--- config.mk ---
export PLATFORM = sky130hd
export DESIGN_NAME = motor_step_gen
export DESIGN_NICKNAME = d
export VERILOG_FILES = /design/src/rtl/motor_step_gen.sv
export SDC_FILE = /design/constraint.sdc
export NUM_CORES = 1
export LEC_CHECK = 0
export ABC_AREA = 1
export ABC_CLOCK_PERIOD_IN_PS = 2400
export BUFFER_PORTS_ARGS = -buffer_cell sky130_fd_sc_hd__clkbuf_2
export CAP_MARGIN = 15
export CELL_PAD_IN_SITES_DETAIL_PLACEMENT = 0
export CELL_PAD_IN_SITES_GLOBAL_PLACEMENT = 1
export CORE_MARGIN = 1
export CORE_UTILIZATION = 40
export DETAILED_ROUTE_END_ITERATION = 16
export GPL_ROUTABILITY_DRIVEN = 0
export PLACE_DENSITY_LB_ADDON = 0.1
export SLEW_MARGIN = 5
export SYNTH_ARGS = -nofsm -noshare
export SYNTH_HDL_FRONTEND = slang
export SYNTH_SLANG_ARGS = --single-unit
--- constraint.sdc ---
create_clock -name ClkRs_ix -period 2.4 [get_ports ClkRs_ix]
set_input_delay 0.24 -clock ClkRs_ix [delete_from_list [all_inputs] [get_ports ClkRs_ix]]
set_output_delay 0.24 -clock ClkRs_ix [all_outputs]
set_load 0.03 [all_outputs]
--- src/rtl/motor_step_gen.sv ---
// Step/direction generator for a stepper driver: direction setup delay, fixed-count
// 50 % duty step train, limit-switch stop and latched power-fail handling.
package motor_step_gen_pkg;
  typedef struct packed {
    logic clk;
    logic reset;
  } ckrs_t;
endpackage

module motor_step_gen
  import motor_step_gen_pkg::*;
#(
  parameter int DIR_SETUP_CYC = 40,
  parameter int SYNC_STAGES   = 2
) (
  input  ckrs_t       ClkRs_ix,
  input  logic        start_i,
  input  logic        dir_i,
  input  logic [15:0] steps_ib16,
  input  logic [15:0] half_period_ib16,
  input  logic        boost_i,
  input  logic        clear_fault_i,
  input  logic        pl_pfail_i,
  input  logic        pl_sw_outa_i,
  input  logic        pl_sw_outb_i,
  output logic        pl_clk_o,
  output logic        pl_dir_o,
  output logic        pl_en_o,
  output logic        pl_boost_o,
  output logic        busy_o,
  output logic        done_o,
  output logic        limit_stop_o,
  output logic        fault_o,
  output logic [15:0] steps_done_ob16
);

  typedef enum logic [2:0] {IDLE, SETUP, PULSE_HI, PULSE_LO, FAULT} state_t;

  localparam logic [15:0] SETUP_LEN = 16'(DIR_SETUP_CYC);

  state_t      state;
  logic [2:0]  sync_q [SYNC_STAGES];
  logic        pfail_s, sw_a_s, sw_b_s;
  logic [15:0] steps_q, half_q, cyc_cnt;
  logic        hi_due, end_due, step_blocked;

  always_ff @(posedge ClkRs_ix.clk) begin
    if (!ClkRs_ix.reset) begin
      for (int i = 0; i < SYNC_STAGES; i++) sync_q[i] <= '0;
    end else begin
      sync_q[0] <= {pl_pfail_i, pl_sw_outa_i, pl_sw_outb_i};
      for (int i = 1; i < SYNC_STAGES; i++) sync_q[i] <= sync_q[i-1];
    end
  end

  assign {pfail_s, sw_a_s, sw_b_s} = sync_q[SYNC_STAGES-1];

  // Only the switch we are travelling toward can stop the move.
  assign step_blocked = pl_dir_o ? sw_a_s : sw_b_s;

  assign hi_due  = ((state == SETUP) && (steps_q != 16'd0) && (cyc_cnt >= SETUP_LEN)) ||
                   ((state == PULSE_LO) && (cyc_cnt >= half_q) && (steps_done_ob16 < steps_q));
  assign end_due = ((state == SETUP) && (steps_q == 16'd0)) ||
                   ((state == PULSE_LO) && (cyc_cnt >= half_q) && (steps_done_ob16 >= steps_q));

  always_ff @(posedge ClkRs_ix.clk) begin
    if (!ClkRs_ix.reset) begin
      state           <= IDLE;
      steps_q         <= '0;
      half_q          <= '0;
      cyc_cnt         <= '0;
      pl_clk_o        <= 1'b0;
      pl_dir_o        <= 1'b0;
      pl_en_o         <= 1'b0;
      pl_boost_o      <= 1'b0;
      busy_o          <= 1'b0;
      done_o          <= 1'b0;
      limit_stop_o    <= 1'b0;
      fault_o         <= 1'b0;
      steps_done_ob16 <= '0;
    end else begin
      done_o <= 1'b0;
      if (pfail_s) begin
        state      <= FAULT;
        fault_o    <= 1'b1;
        pl_clk_o   <= 1'b0;
        pl_en_o    <= 1'b0;
        pl_boost_o <= 1'b0;
        busy_o     <= 1'b0;
      end else begin
        case (state)
          IDLE: begin
            if (start_i && !fault_o) begin
              steps_q         <= steps_ib16;
              half_q          <= (half_period_ib16 < 16'd2) ? 16'd2 : half_period_ib16;
              steps_done_ob16 <= '0;
              limit_stop_o    <= 1'b0;
              pl_dir_o        <= dir_i;
              pl_boost_o      <= boost_i;
              pl_en_o         <= 1'b1;
              pl_clk_o        <= 1'b0;
              busy_o          <= 1'b1;
              cyc_cnt         <= 16'd1;
              state           <= SETUP;
            end
          end
          // The limit check happens on the edge that would start the next pulse.
          SETUP, PULSE_LO: begin
            if (hi_due && !step_blocked) begin
              pl_clk_o        <= 1'b1;
              steps_done_ob16 <= steps_done_ob16 + 16'd1;
              cyc_cnt         <= 16'd1;
              state           <= PULSE_HI;
            end else if (hi_due || end_due) begin
              limit_stop_o <= hi_due;
              done_o       <= 1'b1;
              busy_o       <= 1'b0;
              pl_boost_o   <= 1'b0;
              pl_clk_o     <= 1'b0;
              state        <= IDLE;
            end else begin
              cyc_cnt <= cyc_cnt + 16'd1;
            end
          end
          PULSE_HI: begin
            if (cyc_cnt >= half_q) begin
              pl_clk_o <= 1'b0;
              cyc_cnt  <= 16'd1;
              state    <= PULSE_LO;
            end else begin
              cyc_cnt <= cyc_cnt + 16'd1;
            end
          end
          FAULT: begin
            if (clear_fault_i) begin
              fault_o <= 1'b0;
              state   <= IDLE;
            end
          end
          default: state <= IDLE;
        endcase
      end
    end
  end

endmodule

## After elaboration in Yosys (flattened, before gate mapping)

Memory sizes are Yosys's and may differ from the RTL's.
Cells that the tools add are included.

| operators by class | value |
|---|---|
| add/sub/neg operators | 2 |
| multipliers | 0 |
| divide/modulo/power cells | 0 |
| $lt $le $gt $ge | 5 |
| equal/unequal tests | 16 |
| shift-type cells | 0 |
| multiplexer cells | 38 |
| bitwise operators | 5 |
| reduce and logical (&&, ||, !) cells | 33 |

Operators with widths:

| cell | count |
|---|---|
| 2-to-1 mux 16 bit | 7 |
| case mux 16 bit (3 select lines) | 1 |
| adder 16 x 1 -> 16 bit (second input constant) | 2 |
| greater-or-equal comparator 16 bit | 2 |
| case mux 16 bit (2 select lines) | 1 |
| 2-to-1 mux 3 bit | 8 |
| AND reduction 4 bit | 6 |
| greater-or-equal comparator 16 x 6 -> 1 bit (second input constant) | 1 |
| zero test 16 bit | 1 |
| less-than comparator 16 bit | 1 |
| less-than comparator 16 x 2 -> 1 bit (second input constant) | 1 |
| 2-to-1 mux 1 bit | 16 |
| nonzero test 16 bit | 1 |
| != test 3 bit (second input constant) | 5 |
| != test 2 bit (second input constant) | 6 |
| case mux 3 bit (4 select lines) | 1 |
| logical AND 1 bit | 8 |
| == test 3 x 2 -> 1 bit (second input constant) | 2 |
| case mux 1 bit (2 select lines) | 3 |
| nonzero test 2 bit | 3 |
| AND reduction 5 bit | 1 |
| != test 4 bit (second input constant) | 1 |
| AND reduction 2 bit | 2 |
| OR reduction 2 bit | 2 |
| 11 further kinds | 17 |

| word-level totals | value |
|---|---|
| register bits | 75 |
| latch bits | 0 |
| RAM bits | 6 |
| memory bits (read-only) | 0 |
| output and inout bits | 24 |
| memories kept | 1 |

Memory list:

| memory | words | width | rd ports | clocked after memory_dff | write ports | RTL line | text |
|---|---|---|---|---|---|---|---|
| sync_q | 2 | 3 | 2 | 0 | 2 | 42 | `logic [2:0] sync_q [SYNC_STAGES];` |

## Depth between registers and ports, before layout

| logic depth | value |
|---|---|
| word-level depth | 9 |
| gate-level depth with buffers | 21 |
| mapped depth without buffers | 21 |

## Worst setup path before layout

OpenSTA, ideal clock, no wires.

| timing | value |
|---|---|
| kind | reg2reg |
| start | register steps_done_ob16[13] |
| end | register cyc_cnt[2] |
| setup time | 0.116 ns |
| arrival | 2.155 ns |
| required time | 2.284 ns |
| path slack | 0.129 ns |
| stages on the path, launching flop included | 16 |
| buffers on the path | 1 |
| period minus slack after synthesis | 2.271 ns |
| cell sequence | dfxtp_1 -> ha_1 -> a21o_1 -> a21oi_1 -> nand2_1 -> a21oi_1 -> nand3_2 -> nand2_4 -> inv_2 -> nand2_4 -> nand2_4 -> nor2_8 -> inv_4 -> buf_6 -> nor2_1 -> nor2_1 |

| between the ends | value |
|---|---|
| word-level cells in the longest chain between the ends | 6 |
| elaborated cells between the ends (all ways) | 12 |
| those cells by class | order compare (2); eq/ne (1); mux (2); reduce/logical (7) |

RTL lines:

| what | RTL line | text |
|---|---|---|
| start, declared | 34 | `output logic [15:0] steps_done_ob16` |
| start signal, assigned | 111 | `steps_done_ob16 <= steps_done_ob16 + 16'd1;` |
| less-than comparator 16 bit or greater-or-equal comparator 16 bit (tied branches) | 62, 64 |  |
| logical AND 1 bit (on tied branches) | 62, 64 |  |
| logical OR 1 bit (on tied branches) | 61, 63 |  |
| logical AND 1 bit or logical OR 1 bit (tied branches) | 109, 114 |  |
| != test 3 bit (no line) or 2-to-1 mux 16 bit (tied branches) | - |  |
| AND reduction 4 bit (no line) or case mux 16 bit (3 select lines) (tied branches) | - |  |
| end signal, assigned | 122 | `cyc_cnt <= cyc_cnt + 16'd1;` |
| end signal, assigned | 131 | `cyc_cnt <= cyc_cnt + 16'd1;` |
| end, declared | 44 | `logic [15:0] steps_q, half_q, cyc_cnt;` |

Several ways; a longest one is shown, not always the timed one.
A chain may end at the register's enable or synchronous reset.

## Worst setup path after layout

| timing | value |
|---|---|
| start | register cyc_cnt[1] |
| end | register cyc_cnt[6] |

| between the ends | value |
|---|---|
| word-level cells in the longest chain between the ends | 7 |
| elaborated cells between the ends (all ways) | 17 |
| those cells by class | add/sub (1); order compare (2); eq/ne (1); mux (4); reduce/logical (9) |

RTL lines:

| what | RTL line |
|---|---|
| greater-or-equal comparator 16 bit | 62, 64, 126 |
| logical AND 1 bit | 62, 64 |
| logical AND 1 bit (on tied branches) | 62, 64 |
| logical OR 1 bit (on tied branches) | 61, 63 |
| logical AND 1 bit or logical OR 1 bit (tied branches) | 109, 114 |
| != test 3 bit (no line) or 2-to-1 mux 16 bit (tied branches) | - |
| AND reduction 4 bit (no line) or case mux 16 bit (3 select lines) (tied branches) | - |

Several ways; a longest one is shown, not always the timed one. The select of a mux whose other input is x is not followed.

==> results_dict.tcl <==
set metrics [dict create \
    number_of_global_route_vias_before_repair 5348 \
    crit_path_max_incr_delay_ns 0.37 \
    post_synth_most_frequent_cells "nand2_1 (118), inv_1 (100), nor2_1 (93), dfxtp_1 (81), a21oi_1 (52)" \
    final.period_utilization 0.939 \
    path_clk_slew_ns 0.06 \
    netlist_area_before_placement_mm2 0.00468 \
    status "complete, no violations" \
    number_of_synthesized_flops_with_an_enable_pin 0 \
    grt.total_usage 0.235 \
    worst_path_dominant_cell_family "simple AND/OR/NAND/NOR gates" \
    setup_repair_after_global_routing_missed_its_margin "true" \
    yosysMostFrequentCell "nand2_1" \
    yosysTopAreaCellShare 0.346 \
    setup.worst_path.end_class "flip-flop" \
    critPathArrivalTime_ns 2.50 \
    critical_path_buf_inv_count 2 \
    viasPerCell 4.99 \
    reg2regPathDepth 18 \
    detailedPlacementHpwl_mm 9.01 \
    post_synthesis_area_per_instance_um2 6.93 \
    area_growth_syn_to_layout_pct 40.1 \
    netlist_top_cells_area "dfxtp_1 (35%), nand2_1 (9.5%), ha_1 (9.4%)" \
    die_h_um 110 \
    design.portCount 65 \
    synth_sequential_area_ratio 0.346 \
    leakage_nw 3.08 \
    reg2reg_setup_slack_ns 0.15 \
    skew_ns 0.00823 \
    met2_wirelength_mm 6.40 \
    clk-insertion-delay-late_ns 0.35 \
    wl_mm 13.4 \
    timing_worst_slew_pin_value_ns 0.694 \
    cts_tree "built" \
    finalCriticalPeriod_ns 2.25 \
    yosys_warnings 0 \
    die_width_um 110 \
    worst_case_vdd_ir_drop_mv 0.777 \
    holdPathStages 3 \
    cp_common_cell "nand2_2" \
    final_core_utilization 0.575 \
    synth_area_leader_cell "dfxtp_1" \
    timing.hold.ws_ns 0.0685 \
    synthArstFlopShare 0 \
    path_depth 18 \
    maxClockFrequency_mhz 444 \
    ant_nets 0 \
    core.rowCount 39 \
    ys.flop_type "dfxtp_1" \
    num_antenna_cells 0 \
    critPathRequiredTime_ns 2.65 \
    worst_path_max_delay_cell "dfxtp_1" \
    max_fanout_on_critical_path 15 \
    critical_path.reg2reg.startpoint "cyc_cnt[1]" \
    overflow 0 \
    met1Wirelength_mm 5.63 \
    detail_route.iter0.violations 308 \
    cap_viol_max_count 0 \
    timing.slew.headroom 0.533 \
    cts_hold_repair.buffers 0 \
    crit_path_start_kind "flip-flop" \
    numClockSinks 81 \
    finalMaxSlewViolations 0 \
    grt_start_max_net_pins 35 \
    final-setup-viol-count 0 \
    hold_violation_total_from_the_final_report 0 \
    fraction_of_layout_cells_with_a_size_suffix_above_1 0.241 \
    critPathKind "reg2reg" \
    worst_setup_path_startpoint "cyc_cnt[1]" \
    initial_utilization 0.410 \
    drt_drc 0 \
    wire_length_of_the_first_global_routing_pass_mm 21.0 \
    highest-signal-layer "met4" \
    cellPowerDensity_mw_per_mm2 1700 \
    routed-via-count 4841 \
    ys_ff_latch 81 \
    antenna_violations_before_repair 0 \
    synthDistinctLibCells 39 \
    place.port_buffers 63 \
    drt_pre_antenna_iters 4 \
    wl_per_cell_um 13.8 \
    die-area_mm2 0.0121 \
    worstSetupEndpoint "cyc_cnt[6]" \
    syn-num-nets 751 \
    floorplan.core_area_mm2 0.0114 \
    hold_path.class "in2reg" \
    crit_path_cell_trace "ha_4 -> nand2_2 -> nor2_2 -> nor2_1 -> nand2_1 -> nand2_1 -> nand2_2 -> nand2_2 -> nand2_2 -> nand3_2 -> nand2_4 -> inv_4 -> nand2_4 -> nand2_4 -> nor2_8 -> inv_6 -> nor2_1 -> nor2_1" \
    nets 884 \
    worst_r2r_endpoint "cyc_cnt[6]" \
    routed-wl-met3_um 885 \
    netlist_instances 675 \
]
area by class of cell:
type                       instances  area, um^2
clock inverter                    40         246
tap                              143         179
inverter                          99         382
sequential                        81        1630
fill                            1071        4860
timing repair buffer              96         596
clock buffer                      43         841
multi-input combinational        468        2680
registers in the layout, indices dropped and copies added, names as in the netlist, 3 cells and up:
register         flops
steps_done_ob16     16
cyc_cnt             16
sync_q               6
half_q              16
state                3
steps_q             16
power by group:
group / total, W / internal (W) / leakage, nW / switching (W)
Clock: 0.00523 / 0.00326 / 0.793 / 0.00196
Sequential: 0.00206 / 0.00180 / 0.670 / 0.000252
Combinational: 0.00388 / 0.00138 / 1.61 / 0.00250
worst min path at each step:
stage / startpoint / end / slack [ns]
2_1_floorplan: pl_sw_outb_i / sync_q[0][0] / 0.34
3_3_place_gp: ClkRs_ix[0] / sync_q[0][0] / 0.09
3_5_place_dp: ClkRs_ix[0] / sync_q[0][0] / 0.09
4_1_cts: pl_pfail_i / sync_q[0][2] / 0.06
5_1_grt: pl_sw_outb_i / sync_q[0][0] / 0.07
6_report: pl_pfail_i / sync_q[0][2] / 0.07
logic make-up (layout without fill, tap and decap cells):
family,count (synthesis),count (layout),share of synthesized area
buffers and inverters,127,278,0.108
AND/OR/NAND/NOR,288,289,0.274
XOR/XNOR,11,11,0.0206
flip-flops,81,81,0.346
adder cells (fa/ha/maj),35,35,0.0936
AO/OA/AOI/OAI,133,133,0.157
stage by stage:
step / setup TNS [ns] / instance area, um^2 / std cells / setup WS (ns) / total power (W)
after floorplan: 0 / 4680 / 675 / 0.129 / 0.00561
after global placement: 0 / 5290 / 889 / 0.126 / 0.00633
after detailed placement: 0 / 5290 / 889 / 0.0901 / 0.00639
after CTS: 0 / 6350 / 963 / 0.0588 / 0.0108
after global routing: -0.391 / 6560 / 970 / -0.0500 / 0.0122
final: 0 / 6560 / 970 / 0.145 / 0.0112
routing by layer:
| layer | global-route usage | vias up |
|---|---|---|
| met5 | 0 | - |
| met4 | 0.252 | 0 |
| met3 | 0.152 | 43 |
| met2 | 0.324 | 128 |
| met1 | 0.226 | 2185 |
| li1 | - | 2485 |
cells in the final DEF (no fill, tap or decap), types with 3 or more instances in the layout:
cell type and instances:
dfxtp_2 4, nor4_1 5, nand3_1 23, clkinv_1 20, nand2_2 10, a21oi_1 48
a211oi_1 13, clkbuf_2 63, nor3_1 10, o21ai_1 13, ha_4 4, ha_1 31
xnor2_1 4, clkbuf_16 31, inv_2 6, nand2_1 109, nor2_1 88, dfxtp_1 75
nand4_1 18, a31oi_1 3, clkbuf_1 10, xor2_1 7, nor2_4 3, a21oi_2 5
a21o_1 4, buf_4 29, nand2_4 4, nor2_2 13, inv_1 102, o21ai_0 39
repair_timing:
action	CTS	global route
endpoints found under the setup margin	0	94
resized for setup	0	45
setup buffers	0	6
worst min-delay path: cells and delay by family:
kind	cells	cell delay, ns
AND/OR/NAND/NOR	1	0.04
buffers and inverters	2	0.11
(Power assumes the default switching activity.)
